$ cat src/rtl/ajit_acc_pkg.sv
// Shared types and constants for the accelerator memory arbiter.
// - AcbReqWidth / AcbRespWidth : ACB request and response word widths
// - req_id_t                   : requester identifier (0 or 1)
// - req_state_e                : request-side FSM encoding
// - rr_pick                    : round-robin choice between two requesters
package ajit_acc_pkg;

  localparam int unsigned AcbReqWidth  = 110;
  localparam int unsigned AcbRespWidth = 65;

  typedef logic req_id_t;

  typedef enum logic {
    StIdle  = 1'b0,
    StIssue = 1'b1
  } req_state_e;

  // With both requesting, serve the one not served last; otherwise whoever asks.
  function automatic req_id_t rr_pick(logic req0, logic req1, req_id_t last);
    if (req0 && req1) begin
      return ~last;
    end
    return req1 ? 1'b1 : 1'b0;
  endfunction

endpackage

$ cat src/rtl/ajit_acc_mem_arbiter_if.sv
// Pipe bundle between two requesters, the shared ACB memory pipes and the arbiter.
// Every pipe moves a word only in a cycle where its req and ack are both high.
// - REQx_*  : requester x memory request (write side of the arbiter)
// - RESPx_* : requester x memory response (read side of the arbiter)
// - ACB_ACCELERATOR_MEM_REQUEST_*  : shared request pipe toward memory
// - ACB_ACCELERATOR_MEM_RESPONSE_* : shared response pipe from memory
// Modport slave is the arbiter; modport master is its environment.
interface ajit_acc_mem_arbiter_if;
  import ajit_acc_pkg::*;

  logic                    REQ0_pipe_write_req;
  logic                    REQ0_pipe_write_ack;
  logic [AcbReqWidth-1:0]  REQ0_pipe_write_data;
  logic                    REQ1_pipe_write_req;
  logic                    REQ1_pipe_write_ack;
  logic [AcbReqWidth-1:0]  REQ1_pipe_write_data;

  logic                    RESP0_pipe_read_req;
  logic                    RESP0_pipe_read_ack;
  logic [AcbRespWidth-1:0] RESP0_pipe_read_data;
  logic                    RESP1_pipe_read_req;
  logic                    RESP1_pipe_read_ack;
  logic [AcbRespWidth-1:0] RESP1_pipe_read_data;

  logic                    ACB_ACCELERATOR_MEM_REQUEST_pipe_read_req;
  logic                    ACB_ACCELERATOR_MEM_REQUEST_pipe_read_ack;
  logic [AcbReqWidth-1:0]  ACB_ACCELERATOR_MEM_REQUEST_pipe_read_data;

  logic                    ACB_ACCELERATOR_MEM_RESPONSE_pipe_write_req;
  logic                    ACB_ACCELERATOR_MEM_RESPONSE_pipe_write_ack;
  logic [AcbRespWidth-1:0] ACB_ACCELERATOR_MEM_RESPONSE_pipe_write_data;

  modport slave (
    input  REQ0_pipe_write_req, REQ0_pipe_write_data,
    output REQ0_pipe_write_ack,
    input  REQ1_pipe_write_req, REQ1_pipe_write_data,
    output REQ1_pipe_write_ack,
    input  RESP0_pipe_read_req,
    output RESP0_pipe_read_ack, RESP0_pipe_read_data,
    input  RESP1_pipe_read_req,
    output RESP1_pipe_read_ack, RESP1_pipe_read_data,
    input  ACB_ACCELERATOR_MEM_REQUEST_pipe_read_req,
    output ACB_ACCELERATOR_MEM_REQUEST_pipe_read_ack, ACB_ACCELERATOR_MEM_REQUEST_pipe_read_data,
    input  ACB_ACCELERATOR_MEM_RESPONSE_pipe_write_req, ACB_ACCELERATOR_MEM_RESPONSE_pipe_write_data,
    output ACB_ACCELERATOR_MEM_RESPONSE_pipe_write_ack
  );

  modport master (
    output REQ0_pipe_write_req, REQ0_pipe_write_data,
    input  REQ0_pipe_write_ack,
    output REQ1_pipe_write_req, REQ1_pipe_write_data,
    input  REQ1_pipe_write_ack,
    output RESP0_pipe_read_req,
    input  RESP0_pipe_read_ack, RESP0_pipe_read_data,
    output RESP1_pipe_read_req,
    input  RESP1_pipe_read_ack, RESP1_pipe_read_data,
    output ACB_ACCELERATOR_MEM_REQUEST_pipe_read_req,
    input  ACB_ACCELERATOR_MEM_REQUEST_pipe_read_ack, ACB_ACCELERATOR_MEM_REQUEST_pipe_read_data,
    output ACB_ACCELERATOR_MEM_RESPONSE_pipe_write_req, ACB_ACCELERATOR_MEM_RESPONSE_pipe_write_data,
    input  ACB_ACCELERATOR_MEM_RESPONSE_pipe_write_ack
  );

endinterface

$ cat src/rtl/acc_id_fifo.sv
// Requester-ID FIFO: remembers which requester owns each outstanding memory request
// so responses are routed back in issue order.
// Ports: clk_i, rst_ni (synchronous, active-low), push_i/data_i (enqueue an ID),
// pop_i (dequeue head), data_o (head ID), full_o, empty_o.
// Depth must be a power of two (pointers wrap naturally).
module acc_id_fifo #(
  parameter int unsigned Depth = 4
) (
  input  logic clk_i,
  input  logic rst_ni,
  input  logic push_i,
  input  logic data_i,
  input  logic pop_i,
  output logic data_o,
  output logic full_o,
  output logic empty_o
);

  localparam int unsigned PtrW = (Depth > 1) ? $clog2(Depth) : 1;
  localparam int unsigned CntW = PtrW + 1;

  logic [Depth-1:0] mem_q, mem_d;
  logic [PtrW-1:0]  wr_ptr_q, wr_ptr_d, rd_ptr_q, rd_ptr_d;
  logic [CntW-1:0]  count_q, count_d;
  logic             do_push, do_pop;

  assign empty_o = (count_q == '0);
  assign full_o  = (count_q == CntW'(Depth));
  assign data_o  = mem_q[rd_ptr_q];

  // A push into a full FIFO is still taken when the head leaves in the same cycle.
  assign do_pop  = pop_i && !empty_o;
  assign do_push = push_i && (!full_o || do_pop);

  always_comb begin
    mem_d    = mem_q;
    wr_ptr_d = wr_ptr_q;
    rd_ptr_d = rd_ptr_q;
    count_d  = count_q;
    if (do_push) begin
      mem_d[wr_ptr_q] = data_i;
      wr_ptr_d        = wr_ptr_q + 1'b1;
    end
    if (do_pop) begin
      rd_ptr_d = rd_ptr_q + 1'b1;
    end
    if (do_push && !do_pop) begin
      count_d = count_q + 1'b1;
    end else if (!do_push && do_pop) begin
      count_d = count_q - 1'b1;
    end
  end

  always_ff @(posedge clk_i) begin
    if (!rst_ni) begin
      mem_q    <= '0;
      wr_ptr_q <= '0;
      rd_ptr_q <= '0;
      count_q  <= '0;
    end else begin
      mem_q    <= mem_d;
      wr_ptr_q <= wr_ptr_d;
      rd_ptr_q <= rd_ptr_d;
      count_q  <= count_d;
    end
  end

endmodule

$ cat src/rtl/ajit_acc_mem_arbiter.sv
// Two-requester arbiter onto a shared ACB memory request/response pipe pair.
// Requests are granted round-robin, forwarded one at a time, and responses are
// routed back in issue order using an ID FIFO of ID_FIFO_DEPTH entries.
// Ports: clk (rising edge), reset (synchronous, active-low), bus (pipe bundle, slave).
// Optional macro AJIT_ACC_MEM_ARB_STATS_EN adds grant_count0/grant_count1: saturating
// 16-bit per-requester grant counters, cleared by reset.
module ajit_acc_mem_arbiter
  import ajit_acc_pkg::*;
#(
  parameter int unsigned ID_FIFO_DEPTH = 4
) (
  input  logic                  clk,
  input  logic                  reset,
  ajit_acc_mem_arbiter_if.slave bus
`ifdef AJIT_ACC_MEM_ARB_STATS_EN
  ,
  output logic [15:0]           grant_count0,
  output logic [15:0]           grant_count1
`endif
);

  req_state_e              state_q, state_d;
  req_id_t                 last_q, last_d;
  logic [AcbReqWidth-1:0]  req_data_q, req_data_d;
  logic                    hold_valid_q, hold_valid_d;
  logic [AcbRespWidth-1:0] hold_data_q, hold_data_d;
  logic                    live_q;

  logic    en;
  req_id_t grant_id;
  logic    ack0, ack1;
  logic    push, pop;
  logic    fifo_full, fifo_empty, fifo_head;
  logic    resp_wack, resp0_ack, resp1_ack;

  // live_q holds all acks low for the cycle following reset release.
  assign en = reset && live_q;

  acc_id_fifo #(
    .Depth (ID_FIFO_DEPTH)
  ) u_id_fifo (
    .clk_i   (clk),
    .rst_ni  (reset),
    .push_i  (push),
    .data_i  (grant_id),
    .pop_i   (pop),
    .data_o  (fifo_head),
    .full_o  (fifo_full),
    .empty_o (fifo_empty)
  );

  // Request side.
  always_comb begin
    state_d    = state_q;
    last_d     = last_q;
    req_data_d = req_data_q;
    ack0       = 1'b0;
    ack1       = 1'b0;
    push       = 1'b0;
    grant_id   = rr_pick(bus.REQ0_pipe_write_req, bus.REQ1_pipe_write_req, last_q);
    bus.ACB_ACCELERATOR_MEM_REQUEST_pipe_read_ack  = 1'b0;
    bus.ACB_ACCELERATOR_MEM_REQUEST_pipe_read_data = '0;
    unique case (state_q)
      StIdle: begin
        // rr_pick only names a requester that is asking, so ack implies a transfer.
        if (en && !fifo_full && (bus.REQ0_pipe_write_req || bus.REQ1_pipe_write_req)) begin
          ack0       = (grant_id == 1'b0);
          ack1       = (grant_id == 1'b1);
          push       = 1'b1;
          last_d     = grant_id;
          req_data_d = grant_id ? bus.REQ1_pipe_write_data : bus.REQ0_pipe_write_data;
          state_d    = StIssue;
        end
      end
      StIssue: begin
        if (en) begin
          bus.ACB_ACCELERATOR_MEM_REQUEST_pipe_read_ack  = 1'b1;
          bus.ACB_ACCELERATOR_MEM_REQUEST_pipe_read_data = req_data_q;
          if (bus.ACB_ACCELERATOR_MEM_REQUEST_pipe_read_req) begin
            state_d = StIdle;
          end
        end
      end
      default: state_d = StIdle;
    endcase
  end

  assign bus.REQ0_pipe_write_ack = ack0;
  assign bus.REQ1_pipe_write_ack = ack1;

  // Response side: one holding register, routed to the FIFO head's requester.
  always_comb begin
    hold_valid_d = hold_valid_q;
    hold_data_d  = hold_data_q;
    pop          = 1'b0;
    resp_wack    = en && !hold_valid_q && !fifo_empty;
    resp0_ack    = en && hold_valid_q && (fifo_head == 1'b0);
    resp1_ack    = en && hold_valid_q && (fifo_head == 1'b1);
    if (resp_wack && bus.ACB_ACCELERATOR_MEM_RESPONSE_pipe_write_req) begin
      hold_valid_d = 1'b1;
      hold_data_d  = bus.ACB_ACCELERATOR_MEM_RESPONSE_pipe_write_data;
    end
    if ((resp0_ack && bus.RESP0_pipe_read_req) || (resp1_ack && bus.RESP1_pipe_read_req)) begin
      pop          = 1'b1;
      hold_valid_d = 1'b0;
      hold_data_d  = '0;
    end
  end

  assign bus.ACB_ACCELERATOR_MEM_RESPONSE_pipe_write_ack = resp_wack;
  assign bus.RESP0_pipe_read_ack  = resp0_ack;
  assign bus.RESP1_pipe_read_ack  = resp1_ack;
  assign bus.RESP0_pipe_read_data = resp0_ack ? hold_data_q : '0;
  assign bus.RESP1_pipe_read_data = resp1_ack ? hold_data_q : '0;

  always_ff @(posedge clk) begin
    if (!reset) begin
      state_q      <= StIdle;
      last_q       <= 1'b1;  // requester 0 wins the first contention
      req_data_q   <= '0;
      hold_valid_q <= 1'b0;
      hold_data_q  <= '0;
      live_q       <= 1'b0;
    end else begin
      state_q      <= state_d;
      last_q       <= last_d;
      req_data_q   <= req_data_d;
      hold_valid_q <= hold_valid_d;
      hold_data_q  <= hold_data_d;
      live_q       <= 1'b1;
    end
  end

`ifdef AJIT_ACC_MEM_ARB_STATS_EN
  logic [15:0] cnt0_q, cnt0_d, cnt1_q, cnt1_d;

  always_comb begin
    cnt0_d = cnt0_q;
    cnt1_d = cnt1_q;
    if (ack0 && (cnt0_q != 16'hFFFF)) cnt0_d = cnt0_q + 16'd1;
    if (ack1 && (cnt1_q != 16'hFFFF)) cnt1_d = cnt1_q + 16'd1;
  end

  always_ff @(posedge clk) begin
    if (!reset) begin
      cnt0_q <= '0;
      cnt1_q <= '0;
    end else begin
      cnt0_q <= cnt0_d;
      cnt1_q <= cnt1_d;
    end
  end

  assign grant_count0 = cnt0_q;
  assign grant_count1 = cnt1_q;
`endif

endmodule

$ cat src/flat_wrapper.sv
// flat-port wrapper written by rule: the top's interface ports become plain ports
module ajit_acc_mem_arbiter_flat import ajit_acc_pkg::*;
#(
  parameter int unsigned ID_FIFO_DEPTH = 4
)
  (clk, reset, bus_REQ0_pipe_write_req, bus_REQ0_pipe_write_data, bus_REQ0_pipe_write_ack, bus_REQ1_pipe_write_req, bus_REQ1_pipe_write_data, bus_REQ1_pipe_write_ack, bus_RESP0_pipe_read_req, bus_RESP0_pipe_read_ack, bus_RESP0_pipe_read_data, bus_RESP1_pipe_read_req, bus_RESP1_pipe_read_ack, bus_RESP1_pipe_read_data, bus_ACB_ACCELERATOR_MEM_REQUEST_pipe_read_req, bus_ACB_ACCELERATOR_MEM_REQUEST_pipe_read_ack, bus_ACB_ACCELERATOR_MEM_REQUEST_pipe_read_data, bus_ACB_ACCELERATOR_MEM_RESPONSE_pipe_write_req, bus_ACB_ACCELERATOR_MEM_RESPONSE_pipe_write_data, bus_ACB_ACCELERATOR_MEM_RESPONSE_pipe_write_ack);
  ajit_acc_mem_arbiter_if bus_i ();
  input  logic clk;
  input  logic reset;
  input wire logic [$bits(bus_i.REQ0_pipe_write_req)-1:0] bus_REQ0_pipe_write_req;
  input wire logic [$bits(bus_i.REQ0_pipe_write_data)-1:0] bus_REQ0_pipe_write_data;
  output wire logic [$bits(bus_i.REQ0_pipe_write_ack)-1:0] bus_REQ0_pipe_write_ack;
  input wire logic [$bits(bus_i.REQ1_pipe_write_req)-1:0] bus_REQ1_pipe_write_req;
  input wire logic [$bits(bus_i.REQ1_pipe_write_data)-1:0] bus_REQ1_pipe_write_data;
  output wire logic [$bits(bus_i.REQ1_pipe_write_ack)-1:0] bus_REQ1_pipe_write_ack;
  input wire logic [$bits(bus_i.RESP0_pipe_read_req)-1:0] bus_RESP0_pipe_read_req;
  output wire logic [$bits(bus_i.RESP0_pipe_read_ack)-1:0] bus_RESP0_pipe_read_ack;
  output wire logic [$bits(bus_i.RESP0_pipe_read_data)-1:0] bus_RESP0_pipe_read_data;
  input wire logic [$bits(bus_i.RESP1_pipe_read_req)-1:0] bus_RESP1_pipe_read_req;
  output wire logic [$bits(bus_i.RESP1_pipe_read_ack)-1:0] bus_RESP1_pipe_read_ack;
  output wire logic [$bits(bus_i.RESP1_pipe_read_data)-1:0] bus_RESP1_pipe_read_data;
  input wire logic [$bits(bus_i.ACB_ACCELERATOR_MEM_REQUEST_pipe_read_req)-1:0] bus_ACB_ACCELERATOR_MEM_REQUEST_pipe_read_req;
  output wire logic [$bits(bus_i.ACB_ACCELERATOR_MEM_REQUEST_pipe_read_ack)-1:0] bus_ACB_ACCELERATOR_MEM_REQUEST_pipe_read_ack;
  output wire logic [$bits(bus_i.ACB_ACCELERATOR_MEM_REQUEST_pipe_read_data)-1:0] bus_ACB_ACCELERATOR_MEM_REQUEST_pipe_read_data;
  input wire logic [$bits(bus_i.ACB_ACCELERATOR_MEM_RESPONSE_pipe_write_req)-1:0] bus_ACB_ACCELERATOR_MEM_RESPONSE_pipe_write_req;
  input wire logic [$bits(bus_i.ACB_ACCELERATOR_MEM_RESPONSE_pipe_write_data)-1:0] bus_ACB_ACCELERATOR_MEM_RESPONSE_pipe_write_data;
  output wire logic [$bits(bus_i.ACB_ACCELERATOR_MEM_RESPONSE_pipe_write_ack)-1:0] bus_ACB_ACCELERATOR_MEM_RESPONSE_pipe_write_ack;
  assign bus_i.REQ0_pipe_write_req = bus_REQ0_pipe_write_req;
  assign bus_i.REQ0_pipe_write_data = bus_REQ0_pipe_write_data;
  assign bus_REQ0_pipe_write_ack = bus_i.REQ0_pipe_write_ack;
  assign bus_i.REQ1_pipe_write_req = bus_REQ1_pipe_write_req;
  assign bus_i.REQ1_pipe_write_data = bus_REQ1_pipe_write_data;
  assign bus_REQ1_pipe_write_ack = bus_i.REQ1_pipe_write_ack;
  assign bus_i.RESP0_pipe_read_req = bus_RESP0_pipe_read_req;
  assign bus_RESP0_pipe_read_ack = bus_i.RESP0_pipe_read_ack;
  assign bus_RESP0_pipe_read_data = bus_i.RESP0_pipe_read_data;
  assign bus_i.RESP1_pipe_read_req = bus_RESP1_pipe_read_req;
  assign bus_RESP1_pipe_read_ack = bus_i.RESP1_pipe_read_ack;
  assign bus_RESP1_pipe_read_data = bus_i.RESP1_pipe_read_data;
  assign bus_i.ACB_ACCELERATOR_MEM_REQUEST_pipe_read_req = bus_ACB_ACCELERATOR_MEM_REQUEST_pipe_read_req;
  assign bus_ACB_ACCELERATOR_MEM_REQUEST_pipe_read_ack = bus_i.ACB_ACCELERATOR_MEM_REQUEST_pipe_read_ack;
  assign bus_ACB_ACCELERATOR_MEM_REQUEST_pipe_read_data = bus_i.ACB_ACCELERATOR_MEM_REQUEST_pipe_read_data;
  assign bus_i.ACB_ACCELERATOR_MEM_RESPONSE_pipe_write_req = bus_ACB_ACCELERATOR_MEM_RESPONSE_pipe_write_req;
  assign bus_i.ACB_ACCELERATOR_MEM_RESPONSE_pipe_write_data = bus_ACB_ACCELERATOR_MEM_RESPONSE_pipe_write_data;
  assign bus_ACB_ACCELERATOR_MEM_RESPONSE_pipe_write_ack = bus_i.ACB_ACCELERATOR_MEM_RESPONSE_pipe_write_ack;
  ajit_acc_mem_arbiter #(.ID_FIFO_DEPTH(ID_FIFO_DEPTH)) u_core (.clk(clk), .reset(reset), .bus(bus_i));
endmodule
$ cat config.mk
export PLATFORM = sky130hd
export DESIGN_NAME = ajit_acc_mem_arbiter_flat
export DESIGN_NICKNAME = d
export VERILOG_FILES = /design/src/rtl/ajit_acc_pkg.sv /design/src/rtl/ajit_acc_mem_arbiter_if.sv /design/src/rtl/acc_id_fifo.sv /design/src/rtl/ajit_acc_mem_arbiter.sv /design/src/flat_wrapper.sv
export SDC_FILE = /design/constraint.sdc
export NUM_CORES = 1
export LEC_CHECK = 0
export BUFFER_PORTS_ARGS = -buffer_cell sky130_fd_sc_hd__buf_4
export CORE_AREA = 2 2 210 212
export CTS_CLUSTER_SIZE = 40
export DETAILED_ROUTE_END_ITERATION = 7
export DIE_AREA = 0 0 212 214
export PLACE_DENSITY_LB_ADDON = 0.3
export SYNTH_ARGS = -nofsm -noshare
export SYNTH_HDL_FRONTEND = slang
export SYNTH_SLANG_ARGS = --single-unit
$ cat constraint.sdc
create_clock -name clk -period 6.2 [get_ports clk]
set_input_delay 0 -clock clk [delete_from_list [all_inputs] [get_ports clk]]
set_output_delay 0 -clock clk [all_outputs]
set_load 0.01 [all_outputs]
# Word level (Yosys, flattened, before mapping)
# Index checks and enable logic that the tools add are counted.
dict set report totals {
  ff_bits 190
  n_memories 0
  latchBits 0
  inputBits 293
  wordCells 81
  mem_bits_rw 0
  output_inout_bits 246
  romBits 0
}
dict set report op_classes {
  n_lt_le_gt_ge 3
  n_mux 29
  n_shift 0
  reduce_logical 29
  n_eq_ne 1
  bitwise_logic 5
  n_addsub 4
  n_div 0
  n_mul 0
}
# cell n
set ops {}
lappend ops {{110-bit two-way mux} 3}
lappend ops {{65-bit two-way mux} 2}
lappend ops {{1-bit two-way mux} 18}
lappend ops {{1-bit logical AND} 17}
lappend ops {{2-bit by 3-bit less-than comparator with 1-bit output, second input constant} 2}
lappend ops {{3-bit two-way mux} 2}
lappend ops {{1-bit logical NOT} 5}
lappend ops {{1-bit inverter} 5}
lappend ops {{2-bit by 1-bit adder with 2-bit output, second input constant} 2}
lappend ops {{4-bit bitwise mux} 1}
lappend ops {{3-bit by 1-bit adder with 3-bit output, second input constant} 1}
lappend ops {{3-bit equality test, second input constant} 1}
lappend ops {{3-bit logical NOT} 1}
lappend ops {{1-bit logical OR} 3}
lappend ops {{3-bit by 1-bit subtractor with 3-bit output, second input constant} 1}
lappend ops {{1-bit binary-select mux with 2-bit select} 1}
lappend ops {{1-bit demux with 2-bit select} 1}
lappend ops {{2-bit by 1-bit greater-or-equal comparator with 1-bit output, second input constant} 1}
lappend ops {{1-bit one-hot mux with 2 select lines} 1}
lappend ops {{2-bit AND reduction} 1}
lappend ops {{2-bit nonzero test} 1}
lappend ops {{2-bit OR reduction} 1}

# Logic depth before layout (Yosys ltp)
# Gate-level depths: netlist of the first run.
dict set report depth {
  word_depth 14
  mapped_depth 12
  depth_no_buf 9
}

# Hierarchy
# Synthesis of the first run repeated with hierarchy kept, for this count alone.
dict set report unflattened {
  hier_cells 1128
  area_unflattened_um2 9915.8
}
# mod seq_area_each_um2 area_per_inst_um2 instances cells_per_inst
set modules_own_cells {}
lappend modules_own_cells {ajit_acc_mem_arbiter 3583.4 9300.2 1 1068}
lappend modules_own_cells {acc_id_fifo 220.2 615.6 1 60}

# Least setup slack after synthesis of the first run
# Ideal clock, no wire load.
dict set report synth_timing {
  path_kind {reg-to-reg}
  start {reg u_core.u_id_fifo.count_q[0]}
  end {reg u_core.u_id_fifo.count_q[2]}
  required_time_ns 6.124
  t_arrival_ns 2.532
  setup_slack_ns 3.592
  stages_incl_launch_ff 13
  period_less_slack_ns 2.608
  n_path_buf 3
  cell_sequence {dfxtp_1 > nor3b_1 > or3_1 > clkbuf_1 > inv_2 > buf_2 > buf_2 > ha_1 > inv_1 > fa_1 > xor2_1 > or3_1 > a21boi_0}
}
dict set report synth_between {
  elab_chain_cells 10
  elab_cells_between_ends 20
  classes_between {add/sub: 2; eq/ne: 1; mux: 4; reduce/logical: 13}
}
# element line_no
set synth_rtl {}
lappend synth_rtl {{start, declared} acc_id_fifo.sv:24} ;# logic [CntW-1:0] count_q, count_d;
lappend synth_rtl {{start signal, assigned} acc_id_fifo.sv:64} ;# count_q <= count_d;
lappend synth_rtl {{3-bit equality test} acc_id_fifo.sv:28} ;# assign full_o = (count_q == CntW'(Depth));
lappend synth_rtl {{1-bit logical NOT} {acc_id_fifo.sv:33, ajit_acc_mem_arbiter.sv:66}}
lappend synth_rtl {{1-bit logical AND (2 in a row)} ajit_acc_mem_arbiter.sv:66} ;# if (en && !fifo_full && (bus.REQ0_pipe_write_req || bus.REQ1_pipe_write_req)) begin
lappend synth_rtl {{1-bit two-way mux} ajit_acc_mem_arbiter.sv:66}
lappend synth_rtl {{1-bit two-way mux} ajit_acc_mem_arbiter.sv:63} ;# unique case (state_q)
lappend synth_rtl {{1-bit logical AND *} acc_id_fifo.sv:33} ;# assign do_push = push_i && (!full_o || do_pop);
lappend synth_rtl {{named net u_core.u_id_fifo.do_push} acc_id_fifo.sv:25} ;# logic do_push, do_pop;
lappend synth_rtl {{1-bit logical NOT} acc_id_fifo.sv:49} ;# end else if (!do_push && do_pop) begin
lappend synth_rtl {{1-bit logical AND} acc_id_fifo.sv:49}
lappend synth_rtl {{2-bit nonzero test (no source line)} -}
# Mark *: on every way through the listed nets, which the timed path passes. The rest lies on a longest branch. The select of a mux whose other input is x is not followed.
# A chain may end at the register's enable or synchronous reset.

# Final worst setup path of the first run
dict set report layout_timing {
  start {in reset}
  end {reg u_core.u_id_fifo.count_q[2]}
}
dict set report layout_between {
  elab_chain_cells 12
  elab_cells_between_ends 21
  classes_between {mux: 4; reduce/logical: 17}
}
# element line_no
set layout_rtl {}
lappend layout_rtl {{start, declared} flat_wrapper.sv:9} ;# input logic reset;
lappend layout_rtl {{1-bit logical AND} ajit_acc_mem_arbiter.sv:37} ;# assign en = reset && live_q;
lappend layout_rtl {{1-bit logical AND} {ajit_acc_mem_arbiter.sv:97, ajit_acc_mem_arbiter.sv:98}}
lappend layout_rtl {{1-bit logical AND, on equally long branches} {ajit_acc_mem_arbiter.sv:97, ajit_acc_mem_arbiter.sv:98}}
lappend layout_rtl {{1-bit logical AND} ajit_acc_mem_arbiter.sv:103} ;# if ((resp0_ack && bus.RESP0_pipe_read_req) || (resp1_ack && bus.RESP1_pipe_read_req)) begin
lappend layout_rtl {{1-bit logical OR} ajit_acc_mem_arbiter.sv:103}
lappend layout_rtl {{1-bit two-way mux} ajit_acc_mem_arbiter.sv:103}
lappend layout_rtl {{1-bit logical AND} acc_id_fifo.sv:32} ;# assign do_pop = pop_i && !empty_o;
lappend layout_rtl {{1-bit logical OR} acc_id_fifo.sv:33}
lappend layout_rtl {{1-bit logical AND} acc_id_fifo.sv:33}
lappend layout_rtl {{1-bit logical NOT} acc_id_fifo.sv:49}
lappend layout_rtl {{1-bit logical AND} acc_id_fifo.sv:49}
lappend layout_rtl {{2-bit nonzero test (no source line)} -}
# Several ways; a longest one is shown, not always the timed one.

==> results.md, run 1 <==
* Run status: complete, no violations
* Vias at between 10000 and 15000
* DRT antenna net count at 0
* Starting density of the core at 0.229
* Hold_ws at 0.254 ns
* Nets at about 2200
* CTS buffer count at 17
* Cells after synthesis at 1128
* Final std cells w/o fill at 2495
* Clock latency on the worst-skew pair at around 0.46 ns
* Period utilization at 0.532
* Ys Warns at 0
* Post-synth EDFFs at 0
* Overall power at roughly 3.1 mW
* H-Tree Depth at 4
* Die span in y at ~210 um
* Syn_area_per_cell at a little under 9 um^2
* RSZ-0062 raised after global routing: no
* Largest net degree at the start of global routing at 120
* Post-DP Area at roughly 14000 um^2
* Skew final at between 0.015 and 0.02 ns
* Vias in the first global route at between 10000 and 15000
* Synth Flop Type: dfxtp_1
* Commonest non-fill, non-tap cell in the layout: buf_4
* GR Util All Layers at 0.163
* Die ar. at between 40000 and 50000 um^2
* GRT Residual Overflow at 0
* Pleak at between 8 and 9 nW
* Core Footprint at around 43000 um^2
* Clock buffer depth at 2
* Gr busiest metal: met2
* Area Growth Syn to Fin at 82.1%
* Iteration-0 DRC Markers at around 450
* Startpoint class of the critical path: input port
* Synth Net Count at ~1400
* Setup crit end kind: register
* Number of antenna violations at the first check in global routing at 3
* Routed wire length at approximately 38 mm
* CTS tree: yes
* Rows at 76
* Worst EP arrival at approximately 3.7 ns
* Routability cong. at ~0.76
* Hold crit path type: in2reg
* Final instance area at roughly 18000 um^2
* Die width at around 210 um
* TritonCTS Sinks at 190
* PD cells at ~170 nW/um^2
* Fraction of registers with async set/reset at 0
* Most frequent cells in the layout: 544 x buf_4, 304 x dlygate4sd3_1, 249 x nand2_1, 243 x and2_1, 190 x dfxtp_1
* Worst IR Drop VDD at roughly 0.16 mV
* R2r setup slk at ~3.0 ns
* Final setup fails at 0
* Crit Path Class: in2reg
* PortBufs at approximately 540
* Final setup TNS at 0 ns
* Root Driver: clkbuf_16
* Ratio of cells with drive above 1 in the final layout at 0.328
* Final Slew Violations at 0
* Slew @ Worst Pin at ~1.2 ns
* Worst Path Max Fanout at 119
* Fmax at 303 MHz
* Clock Pin Slew Worst Setup and Hold Paths at around 0.07 ns
* First drt pass iteration count at 4
* Final hold viol count at 0
* Vias per inst at ~4.3
* Synthesized cell area at about 9800 um^2
* Met1 usage at 0.174
* CTS resizes at 0
* Drt wl/cell at between 15 and 20 um
* Crit path time final at around 3.3 ns
* Dpl hpwl at approximately 25 mm
* GR Layer Usage met3 at 0.0507
* FF+latch count, synth at 190
* Max-Cap Viols at 0
* Seq/Total Area, Yosys at 0.387
* First-pass GRT wire length at between 50 and 60 mm
* Remaining DRCs at 0
* Distinct cells, synth at 33
* Met2 Usage GRT at 0.299
* Placed insts at between 2000 and 2500
* Ports at about 540
* Required time of the critical path at roughly 6.6 ns
* Slew HR at 0.172
==> metrics by stage <==
step | utilization | setup slack [ns]
3_5_place_dp | 0.333 | 2.98
3_3_place_gp | 0.333 | 3.05
2_1_floorplan | - | 3.59
5_1_grt | 0.418 | 2.65
6_report | 0.418 | 2.90
4_1_cts | 0.418 | 2.93
==> critical path, cell delays in order <==
cell,delay [ns]
dlygate4sd3_1,0.53
buf_4,0.37
o211ai_1,0.15
or3_1,0.50
inv_6,0.63
ha_1,0.31
inv_1,0.07
fa_1,0.37
xor2_1,0.16
or3_1,0.30
a21boi_0,0.20
==> flip-flops by register name (all words and copies together), names as in the netlist <==
register	cells
u_core.live_q	1
u_core.u_id_fifo.count_q	3
u_core.last_q	1
u_core.req_data_q	110
u_core.u_id_fifo.mem_q	4
u_core.state_q	1
u_core.u_id_fifo.wr_ptr_q	2
u_core.hold_valid_q	1
u_core.hold_data_q	65
u_core.u_id_fifo.rd_ptr_q	2
==> area by class of cell <==
type	count	area (um^2)
multi-input combinational	828	5580
clock inverter	14	173
clock buffer	18	439
antenna	1	2.50
timing repair buffer	849	7150
fill	4143	25000
tap	585	732
sequential	190	3800
inverter	10	42.5
==> power by group <==
group	leakage, nW	internal [mW]	switching, mW
clock	0.289	0.621	0.557
combinational	7.12	0.389	0.231
sequential	1.55	1.29	0.0381
total	8.96	2.30	0.827
==> cell usage after synthesis (5+ instances only) <==
cell | number | area (um^2)
nand2_1 | 249 | 935
o211a_1 | 110 | 1100
a21oi_1 | 25 | 125
mux2i_1 | 114 | 1140
nor2_1 | 5 | 18.8
buf_6 | 5 | 56.3
a21boi_0 | 8 | 60.1
o21ai_0 | 5 | 25.0
and2_1 | 243 | 1520
inv_1 | 9 | 33.8
a21oi_2 | 40 | 350
dfxtp_1 | 190 | 3800
nand3_1 | 5 | 25.0
ha_1 | 5 | 62.6
clkbuf_1 | 48 | 180
buf_2 | 43 | 215
==> cell families after synthesis <==
group                    after synthesis  share of synthesized area
AND/OR/NAND/NOR                      514                      0.263
XOR/XNOR                               3                    0.00267
AO/OA/AOI/OAI                        190                      0.170
flip-flops                           190                      0.387
adder cells (fa/ha/maj)                6                    0.00839
multiplexers                         115                      0.118
buffers and inverters                110                     0.0512
==> timing repair <==
item,in CTS,in global routing
endpoints found under the hold margin,189,0
setup buffers,0,0
hold buffers,304,0
==> path summary, 6_finish.rpt <==
kind,from,end,cells past startpoint
setup / recovery,reset,u_core.u_id_fifo.count_q[2]$_SDFFE_PN0P_,11
hold / removal,bus_RESP1_pipe_read_req,u_core.u_id_fifo.rd_ptr_q[1]$_SDFFE_PN0P_,4
hold reg to reg,u_core.hold_data_q[2]$_SDFFE_PP0P_,u_core.hold_data_q[2]$_SDFFE_PP0P_,2
setup reg to reg,u_core.u_id_fifo.count_q[0]$_SDFFE_PN0P_,u_core.u_id_fifo.count_q[2]$_SDFFE_PN0P_,9
==> routing by layer <==
metal  wire length, um  share of wire  vias to the layer above
met2             19200           0.50                      382
met1             15100           0.39                     4990
met5                24        0.00063                        -
li1                  -              -                     5294
met4               900          0.024                        4
met3              3040          0.079                       54
(Power assumes the default switching activity.)
==> inputs of run 2 (changes only) <==
- clock period: 6.2 -> 3.4 ns (I/O delays scaled with it)
==> results.md, run 2 (synthesized netlist as in run 1, its figures left out) <==
* Post-CTS setup buffer count at 0
* Slew HR at 0.220
* Routed wire length at between 30 and 40 mm
* Fmax at around 350 MHz
* Crit Path Class: reg2reg
* Run status: complete, no violations
* Starting density of the core at 0.229
* Slew @ Worst Pin at around 1.2 ns
* DRT antenna net count at 0
* Crit path time final at approximately 2.9 ns
* Core Footprint at about 43000 um^2
* Ratio of cells with drive above 1 in the final layout at 0.335
* Startpoint class of the critical path: register
* Gr busiest metal: met2
* Die span in y at approximately 210 um
* PnR worst setup slack at between 0.5 and 0.6 ns
* Rows at 76
* Met2 Usage GRT at 0.291
* Post-DP Area at 14400 um^2
* PortBufs at 538
* GRT Residual Overflow at 0
* Pre-CTS WS at between 0.5 and 0.6 ns
* Required time of the critical path at around 3.8 ns
* GR Layer Usage met3 at 0.0595
* Number of antenna violations at the first check in global routing at 1
* Die ar. at 45400 um^2
* Max FFs per register at 110
* CTS buffer count at 17
* Overall power at approximately 5.7 mW
* Worst Path Max Fanout at 4
* Remaining DRCs at 0
* Final instance area at roughly 18000 um^2
* Setup crit end kind: register
* Reg-to-Reg End: u_core.u_id_fifo.count_q[2]$_SDFFE_PN0P_
* Vias per inst at about 4.3
* Final setup fails at 0
* N_diodes at 0
* R2r setup slk at 0.54 ns
* Area Growth Syn to Fin at 82.7%
* Post-route core utilization at 0.419
* Hold crit path type: in2reg
* GR Util All Layers at 0.166
* PD cells at roughly 320 nW/um^2
* Commonest non-fill, non-tap cell in the layout: buf_4
* Vias in the first global route at between 10000 and 15000
* Reg2reg start: u_core.u_id_fifo.rd_ptr_q[0]$_SDFFE_PN0P_
* Most frequent cells in the layout: 555 x buf_4, 292 x dlygate4sd3_1, 249 x nand2_1, 243 x and2_1, 190 x dfxtp_1
* First drt pass iteration count at 6
* First-pass GRT wire length at roughly 59 mm
* Largest net degree at the start of global routing at between 200 and 250
* Iteration-0 DRC Markers at between 400 and 500
* RSZ-0062 raised after global routing: no
* Worst Hold End: u_core.u_id_fifo.rd_ptr_q[1]$_SDFFE_PN0P_
* TritonCTS Sinks at between 150 and 200
* Clock buffer depth at 2
* Period utilization at 0.842
* Reg2Reg Depth at 9
* Ports at approximately 540
* Clock Pin Slew Worst Setup and Hold Paths at 0.08 ns
* Nets at between 2000 and 2500
* Routability cong. at 0.783
* Pleak at between 8 and 9 nW
* Worst IR Drop VDD at slightly below 0.3 mV
* Die width at roughly 210 um
* Drt wl/cell at ~15 um
* H-Tree Depth at 4
* Final Slew Violations at 0
* Regs by FF count: u_core.req_data_q: 110 flops, u_core.hold_data_q: 65 flops, u_core.u_id_fifo.mem_q: 4 flops
* Worst EP arrival at between 3 and 4 ns
* Clock latency on the worst-skew pair at between 0.4 and 0.5 ns
* Final hold viol count at 0
* CTS resizes at 0
* Hold_buf cts at about 290
* Met1 usage at 0.181
* Reg with most FFs: u_core.req_data_q
* Worst Setup SP: u_core.u_id_fifo.rd_ptr_q[0]$_SDFFE_PN0P_
* Dpl hpwl at 25.7 mm
* Hold depth at 4
* Max-Cap Viols at 0
* Root Driver: clkbuf_16
* Final setup TNS at 0 ns
* CTS tree: yes
* Vias at between 10000 and 15000
* Hold wc startpoint: bus_RESP0_pipe_read_req
* Skew final at ~0.0086 ns
==> run 2: cell count changes in the layout (fill, tap and decap cells not counted), sizes merged <==
cell / previous run / this run
clkbuf: 18 / 19
bufinv: 2 / 3
diode: 1 / 0
clkinv: 2 / 4
inv: 16 / 13
clkinvlp: 4 / 2
buf: 545 / 561
dlygate4sd3: 304 / 292
==> run 2: worst max-delay path by stage <==
stage                                                     to  slack, ns  cells after the start
detailed placement  u_core.u_id_fifo.count_q[2]$_SDFFE_PN0P_       0.52                      9
global route        u_core.u_id_fifo.count_q[2]$_SDFFE_PN0P_       0.29                      9
CTS                 u_core.u_id_fifo.count_q[2]$_SDFFE_PN0P_       0.51                      9
global placement    u_core.u_id_fifo.count_q[2]$_SDFFE_PN0P_       0.58                      9
floorplan           u_core.u_id_fifo.count_q[2]$_SDFFE_PN0P_       0.79                     12
finish              u_core.u_id_fifo.count_q[2]$_SDFFE_PN0P_       0.54                      9
==> run 2: per-stage QoR <==
step	hold WS [ns]	cells
6_report	0.219	2497
4_1_cts	0.182	2497
5_1_grt	0.232	2497
3_5_place_dp	0.259	2174
3_3_place_gp	0.248	2174
2_1_floorplan	0.0277	1128
==> run 2: area by class of cell <==
type	count	area, um^2
Fill cell	4137	24900
Timing Repair Buffer	853	7210
Multi-Input combinational cell	828	5580
Sequential cell	190	3800
Tap cell	585	732
Clock buffer	19	453
Clock inverter	12	159
Inverter	10	42.5
==> run 2: where the power goes <==
part	total (mW)	internal, mW	switching (mW)
Combinational	1.15	0.720	0.431
Clock	2.14	1.20	0.949
Sequential	2.42	2.35	0.0692
==> run 2: per-layer routing <==
metal | vias to the layer above | part of all wire | routed length, um
met5 | - | 0.00018 | 7
met1 | 4989 | 0.40 | 15500
li1 | 5297 | - | -
met3 | 60 | 0.081 | 3120
met2 | 392 | 0.49 | 18900
met4 | 2 | 0.025 | 968
==> run 2: critical path, cell delays in order, from the launching register on <==
cell	delay (ns)
dfxtp_1	0.39
mux4_2	0.58
mux2i_1	0.36
or3_1	0.21
ha_1	0.18
inv_1	0.06
fa_1	0.38
xor2_1	0.16
or3_1	0.30
a21boi_0	0.17
